**src/rtl/celda_tipica_pkg.sv**
```systemverilog
// Shared types and constants for the iterative magnitude comparator cell.
// Defines the {y,z} mode encoding used by celda_tipica.
package celda_tipica_pkg;

    typedef logic [1:0] mode_t;

    localparam mode_t MODE_IDLE = 2'b00;
    localparam mode_t MODE_GT   = 2'b01;
    localparam mode_t MODE_LT   = 2'b10;
    localparam mode_t MODE_EQ   = 2'b11;

endpackage

```
**src/rtl/celda_tipica_bit.sv**
```systemverilog
// Single-bit combinational slice of the MSB-first comparator chain.
// Ports: e_in (equal so far), a, b -> e_out, gt, lt.
module celda_bit (
    input  logic e_in,
    input  logic a,
    input  logic b,
    output logic e_out,
    output logic gt,
    output logic lt
);

    assign e_out = e_in & ~(a ^ b);
    assign gt    = e_in & a & ~b;
    assign lt    = e_in & ~a & b;

endmodule

```
**src/rtl/celda_tipica.sv**
```systemverilog
// Typical comparator cell: WIDTH-bit MSB-first slice chain with registered result.
// Ports: clk, rst (async high), z/y mode, g_in chain in, A/B operands -> f_mid, g_mid.
module celda_tipica
    import celda_tipica_pkg::*;
#(
    parameter int unsigned WIDTH = 1
) (
    input  logic             clk,
    input  logic             rst,
    input  logic             z,
    input  logic             y,
    input  logic             g_in,
    input  logic [WIDTH-1:0] A,
    input  logic [WIDTH-1:0] B,
    output logic             f_mid,
    output logic             g_mid
);

    logic [WIDTH:0]   e;
    logic [WIDTH-1:0] gt;
    logic [WIDTH-1:0] lt;
    mode_t            mode;
    logic             f_nxt;
    logic             g_nxt;

    assign e[WIDTH] = g_in;
    assign mode     = {y, z};

    // Equality ripples from the MSB down; first difference kills the chain.
    for (genvar i = 0; i < WIDTH; i++) begin : g_slice
        celda_bit u_bit (
            .e_in  (e[i+1]),
            .a     (A[i]),
            .b     (B[i]),
            .e_out (e[i]),
            .gt    (gt[i]),
            .lt    (lt[i])
        );
    end

    always_comb begin
        f_nxt = 1'b0;
        g_nxt = 1'b0;
        case (mode)
            MODE_GT: begin
                f_nxt = |gt;
                g_nxt = e[0];
            end
            MODE_LT: begin
                f_nxt = |lt;
                g_nxt = e[0];
            end
            MODE_EQ: begin
                f_nxt = e[0];
                g_nxt = e[0];
            end
            default: begin
                f_nxt = 1'b0;
                g_nxt = 1'b0;
            end
        endcase
    end

    always_ff @(posedge clk or posedge rst) begin
        if (rst) begin
            f_mid <= 1'b0;
            g_mid <= 1'b0;
        end else begin
            f_mid <= f_nxt;
            g_mid <= g_nxt;
        end
    end

endmodule

```
**config.mk**
```make
export PLATFORM = sky130hd
export DESIGN_NAME = celda_tipica
export DESIGN_NICKNAME = d
export VERILOG_FILES = /design/src/rtl/celda_tipica_pkg.sv /design/src/rtl/celda_tipica_bit.sv /design/src/rtl/celda_tipica.sv
export SDC_FILE = /design/constraint.sdc
export NUM_CORES = 1
export LEC_CHECK = 0
export CORE_AREA = 2 2 39 41
export CTS_CLUSTER_SIZE = 25
export DETAILED_ROUTE_END_ITERATION = 8
export DIE_AREA = 0 0 41 43
export PLACE_DENSITY = 0.42
export SETUP_SLACK_MARGIN = 0.1
export SYNTH_ARGS = -nofsm -noshare
export SYNTH_HDL_FRONTEND = slang
export SYNTH_SLANG_ARGS = --single-unit
```
**constraint.sdc**
```tcl
create_clock -name clk -period 0.8 [get_ports clk]
set_clock_uncertainty 0.1 [all_clocks]
set_input_delay 0.16 -clock clk [delete_from_list [all_inputs] [get_ports clk]]
set_output_delay 0.16 -clock clk [all_outputs]
set_load 0.02 [all_outputs]
```
==> flow_summary.json, run 1 <==
{
  "max_slew_margin": 0.883,
  "power.density_nw_per_um2": 1600,
  "cts_tree": "built",
  "async_reset_ff_frac": 1.00,
  "synth_xor_area_frac": 0.149,
  "netlist.area_leader.share": 0.426,
  "coreArea_sq_um": 1380,
  "worst_slew_pin_slew_ns": 0.175,
  "grt.overflow.total": 0,
  "postLayoutCoreUtil": 0.197,
  "dieWidth_microns": 41,
  "n_fill_cell": 153,
  "period_minus_slack_ns": 0.978,
  "maxCapViolCount": 0,
  "cts_max_level": 1,
  "ys_types": 10,
  "synth_top_family_by_area": "simple AND/OR/NAND/NOR gates",
  "fin_ws_ns": -0.178,
  "fin_crit_sh": 1.22,
  "regArea_sq_um": 50.0,
  "first_iter_violations": 1,
  "synthCells": 11,
  "ys_seq_area_frac": 0.426,
  "syn2layout_area_growth_pct": 132,
  "num_vias": 135,
  "finalNonFillerCells": 40,
  "grt_pass1_wl_microns": 552,
  "start_kind": "register",
  "die_h_microns": 43,
  "yosys-mux-area-fraction": 0,
  "grtUsageTotal": 0.0573,
  "drt_pass1_iterations": 2,
  "root_buffer": "clkbuf_4",
  "ant_nets": 0,
  "yosysMostFrequentCell": "dfrtp_1",
  "slowest_delay_ns": 0.36,
  "dieArea_sq_um": 1760,
  "routed_wl_microns": 376,
  "yosys-top-cells-area": "dfrtp_1 43%, and4bb_1 11%, nand4bb_1 9.6%, xnor2_1 7.4%, xor2_1 7.4%",
  "dpl.cell_count": 37,
  "criticalPathCategory": "reg2out",
  "cp_max_fo": 1,
  "drv_slew": 0,
  "cts_setup_buffers": 0,
  "start_util": 0.0850,
  "fmax_ghz": 1.02,
  "outcome": "complete, but fails checks",
  "synth-main-ff-cell": "dfrtp_1",
  "tns_ns": -0.352,
  "antenna_found_initial": 0,
  "cp-end-kind": "primary output",
  "cts.reportedPaths.clkPinSlew_ns": 0.03,
  "ios": 9,
  "synth_nets": 18,
  "final_area_sq_um": 273,
  "grt_pass1_vias": 161,
  "worstPathCellList": "buf_6",
  "cts_buffer_depth": 2,
  "wl_per_cell_microns": 9.40,
  "holdWs_ns": -0.00397,
  "power_leakage_nw": 0.124,
  "synth_compound_area_frac": 0.160,
  "via_per_inst": 3.38,
  "cp_num_buf_inv": 1,
  "port_buffers": 8,
  "rows": 14,
  "violations": "hold timing, setup timing",
  "cts_buffers": 3,
  "postPlaceCellArea_sq_um": 233,
  "place.gp.congestion": 0.522,
  "yosysWarnings": 0,
  "multiInputGateArea_sq_um": 73.8,
  "crit_path_top_delay_cell": "dfrtp_1",
  "ys_seq_elements": 2,
  "required_ns": 0.54,
  "synth.avg_cell_area_sq_um": 10.7,
  "antennaDiodeCount": 0,
  "synth-simple-area-share": 0.234,
  "yosys.area_share.adder": 0,
  "ir_worst_vdd_v": 0.000471,
  "layout.nets": 33,
  "cpLargestDelayFamily": "flip-flops",
  "grt_max_degree": 5,
  "synth_edf_count": 0,
  "drc": 0,
  "clkSinkCount": 2,
  "holdCritPathClass": "in2async",
  "setup_viol": 2,
  "hold_violations": 2,
  "rsz0062_at_grt": "yes",
  "arrival_ns": 0.72,
  "drive_gt1_frac": 0.542,
  "syn_area_sq_um": 118,
  "yosys.area.top_type": "dfrtp_1"
}
[area by class of cell]
cell class	instances	area share
Clock buffer	3	0.0826
Inverter	1	0.0138
Timing Repair Buffer	10	0.376
Sequential cell	2	0.183
Tap cell	16	0.0734
Multi-Input combinational cell	8	0.271
[cells in the final DEF, fill, tap and decap left out]
master and n:
nor2_1 1, buf_6 5, clkbuf_4 3, nand4bb_1 1
and4bb_1 1, xnor2_1 1, buf_2 1, buf_4 1
dfrtp_1 2, xor2_1 1, clkdlybuf4s50_1 1, buf_8 1
dlygate4sd2_1 1, inv_1 1, a21boi_2 1, a31oi_2 1
o21ai_0 1
[flip-flops by register name, summed over array words and instances, names as in the netlist]
name   cells
f_mid      1
g_mid      1
[worst max-delay path by stage]
stage | startpoint | endpoint | slack (ns) | cells past startpoint
final | f_mid | f_mid | -0.18 | 1
after global routing | f_mid | f_mid | -0.20 | 1
after CTS | f_mid | f_mid | -0.19 | 1
after detailed placement | B | f_mid | -0.56 | 4
after global placement | B | f_mid | -0.50 | 4
after floorplan | B | f_mid | 0.04 | 3
[cell families after synthesis]
| group | Yosys count |
|---|---|
| AOI/OAI and AO/OA | 3 |
| DFF | 2 |
| and+or+nand+nor | 3 |
| buffers and inverters | 1 |
| xor gates and xnor gates | 2 |
[layer usage]
layer | wire (microns) | GRT usage
met2 | 196 | 0.0688
met4 | 0 | 0.100
met5 | 0 | 0
met3 | 48 | 0.0314
met1 | 131 | 0.0453
[where the power goes]
group	switching, mW	total (mW)	internal (mW)	leakage, nW
combinational	0.0373	0.0978	0.0606	0.0836
sequential	0.00283	0.111	0.108	0.0267
clock	0.0627	0.229	0.166	0.0138
[stage by stage]
| step | total power, mW | worst slack, ns |
|---|---|---|
| after detailed placement | 0.200 | -0.562 |
| after floorplan | 0.140 | 0.0407 |
| final | 0.438 | -0.178 |
| after global routing | 0.461 | -0.199 |
| after CTS | 0.443 | -0.193 |
| after global placement | 0.196 | -0.501 |
[repair_timing]
action                     CTS  global route
pin swaps                    2             3
hold endpoints to repair     2             0
resized for setup           32             5
setup endpoints to repair    4             3
cloned                       0             0
(Power assumes the default switching activity.)
==> inputs of run 2 (changes only) <==
Settings changed: CTS_CLUSTER_DIAMETER set to 60.
==> results of run 2 <==
The final DEF is identical to that of run 1; final timing and power are the same.
==> inputs of run 3 (changes only) <==
--- a/config.mk
+++ b/config.mk
@@ -7,2 +7,3 @@
 export LEC_CHECK = 0
+export ABC_AREA = 1
 export CORE_AREA = 2 2 39 41
--- a/constraint.sdc
+++ b/constraint.sdc
@@ -4,2 +4,2 @@
 set_output_delay 0.16 -clock clk [all_outputs]
-set_load 0.02 [all_outputs]
+set_load 0.05 [all_outputs]
==> flow_summary.json, run 3 <==
{
  "grt_pass1_wl_microns": 552,
  "place.gp.congestion": 0.591,
  "ys_types": 6,
  "violations": "hold timing, setup timing",
  "power_mw": 0.436,
  "fmax_ghz": 0.972,
  "criticalPathCategory": "reg2out",
  "wl_per_cell_microns": 6.80,
  "slowest_delay_ns": 0.40,
  "setup_viol": 2,
  "port_buffers": 8,
  "ys_seq_elements": 2,
  "synth_compound_area_frac": 0,
  "coreArea_sq_um": 1380,
  "synth_top_family_by_area": "simple AND/OR/NAND/NOR gates",
  "root_buffer": "clkbuf_4",
  "cp_max_fo": 1,
  "n_fill_cell": 158,
  "arrival_ns": 0.77,
  "drc": 0,
  "syn2layout_area_growth_pct": 106,
  "final_cell_mix": "4 x inv_1, 4 x nor2_1, 3 x nand4_1, 3 x clkbuf_4, 3 x clkbuf_2",
  "rsz0062_at_grt": "yes",
  "finalNonFillerCells": 46,
  "power_leakage_nw": 0.134,
  "worst_slew_pin_slew_ns": 0.134,
  "cp_num_buf_inv": 1,
  "ir_worst_vdd_v": 0.000396,
  "outcome": "complete, but fails checks",
  "fin_ws_ns": -0.229,
  "cpLargestDelayFamily": "flip-flops",
  "drive_gt1_frac": 0.400,
  "antenna_found_initial": 0,
  "dpl.cell_count": 43,
  "crit_path_top_delay_cell": "dfrtp_2",
  "worstPathCellList": "buf_12",
  "grt_pass1_vias": 157,
  "yosys.area.top_type": "dfrtp_1",
  "drt_pass1_iterations": 3,
  "routed_wl_microns": 313,
  "synth.avg_cell_area_sq_um": 6.52,
  "synth_nets": 26,
  "hold_violations": 2,
  "die_h_microns": 43,
  "cp-end-kind": "primary output",
  "grt_max_degree": 5,
  "dieWidth_microns": 41,
  "first_iter_violations": 1,
  "netlist.area_leader.share": 0.404,
  "ant_nets": 0,
  "start_util": 0.0895,
  "start_kind": "register",
  "synth_edf_count": 0,
  "holdCritPathClass": "in2async",
  "yosys-top-cells-area": "dfrtp_1 40%, inv_1 15%, nand4_1 15%, nor2_1 12%, nand2_1 9.1%",
  "holdWs_ns": -0.00590,
  "cts_buffer_depth": 2,
  "ios": 9,
  "ys_seq_area_frac": 0.404,
  "synth-main-ff-cell": "dfrtp_1",
  "num_vias": 154,
  "yosysWarnings": 0,
  "syn_area_sq_um": 124,
  "grtUsageTotal": 0.0561,
  "yosysMostFrequentCell": "inv_1",
  "clkSinkCount": 2,
  "async_reset_ff_frac": 1.00,
  "synthCells": 19,
  "max_slew_margin": 0.910,
  "via_per_inst": 3.35,
  "rows": 14,
  "grt.overflow.total": 0,
  "drv_slew": 0,
  "hpwl_microns": 244,
  "fin_crit_sh": 1.29,
  "synth_common_cells": "5 x inv_1, 4 x nor2_1, 3 x nand2_1, 3 x nand4_1",
  "period_minus_slack_ns": 1.03,
  "required_ns": 0.54,
  "layout.nets": 39,
  "cts_tree": "built",
  "cts_max_level": 1,
  "yosys.area_share.adder": 0,
  "synth-simple-area-share": 0.444,
  "cts_buffers": 3,
  "top_regs": "f_mid x1, g_mid x1",
  "dieArea_sq_um": 1760,
  "yosys-mux-area-fraction": 0,
  "cts.reportedPaths.clkPinSlew_ns": 0.03,
  "synth_xor_area_frac": 0,
  "cts_setup_buffers": 0,
  "power.density_nw_per_um2": 1710,
  "maxCapViolCount": 0,
  "antennaDiodeCount": 0
}
-- run 3: changes by cell type after synthesis --
cell       change
nand4bb_1      -1
a31oi_1        -1
nand4_1        +3
o21ai_0        -1
nor2_1         +3
nand2_1        +3
inv_1          +4
xnor2_1        -1
a21boi_1       -1
nand3_1        +2
xor2_1         -1
and4bb_1       -1
-- run 3: cell families after synthesis --
group / after synthesis
flip-flops: 2
buffers and inverters: 5
AND/OR/NAND/NOR: 12
-- run 3: layout make-up --
| type | instances | area (sq um) | share of cell area |
|---|---|---|---|
| Multi-Input combinational cell | 12 | 57.6 | 0.225 |
| Timing Repair Buffer | 8 | 83.8 | 0.328 |
| Clock buffer | 3 | 22.5 | 0.0882 |
| Tap cell | 16 | 20.0 | 0.0784 |
| Sequential cell | 2 | 52.6 | 0.206 |
| Inverter | 5 | 18.8 | 0.0735 |
-- run 3: stage by stage --
stage | hold WS [ns] | cell area (sq um) | setup TNS, ns | setup slack (ns) | utilization
finish | -0.00590 | 255 | -0.457 | -0.229 | 0.184
global route | -0.00251 | 255 | -0.502 | -0.252 | 0.184
CTS | -0.0137 | 263 | -0.486 | -0.243 | 0.190
detailed placement | 0.222 | 246 | -0.727 | -0.366 | 0.178
global placement | 0.225 | 246 | -0.715 | -0.374 | 0.178
floorplan | -0.199 | 126 | 0 | 0.0553 | -
-- run 3: report_power, final --
group / total (mW) / switching (mW) / internal [mW]
Combinational: 0.0996 / 0.0514 / 0.0482
Sequential: 0.114 / 0.00480 / 0.109
Clock: 0.222 / 0.0568 / 0.165
-- run 3: routing by layer --
metal  up-vias  global-route usage  routed length, microns
met5         -                   0                       0
met4         0               0.120                       0
met3         0                   0                      21
met2         6              0.0688                     177
met1        66              0.0511                     114
li1         82                   -                       -
-- run 3: worst max-delay path by stage --
stage                from     to  slack, ns  depth (start not counted)
finish              f_mid  f_mid      -0.23                          1
global route        f_mid  f_mid      -0.25                          1
CTS                 f_mid  f_mid      -0.24                          1
detailed placement      z  f_mid      -0.37                          5
global placement        z  f_mid      -0.37                          5
floorplan           f_mid  f_mid       0.06                          0
-- run 3: what timing repair did --
action,in CTS,in global routing
endpoints found under the setup margin,4,4
resized for setup,6,8
endpoints found under the hold margin,2,2
pin swaps,0,3
cloned,0,0
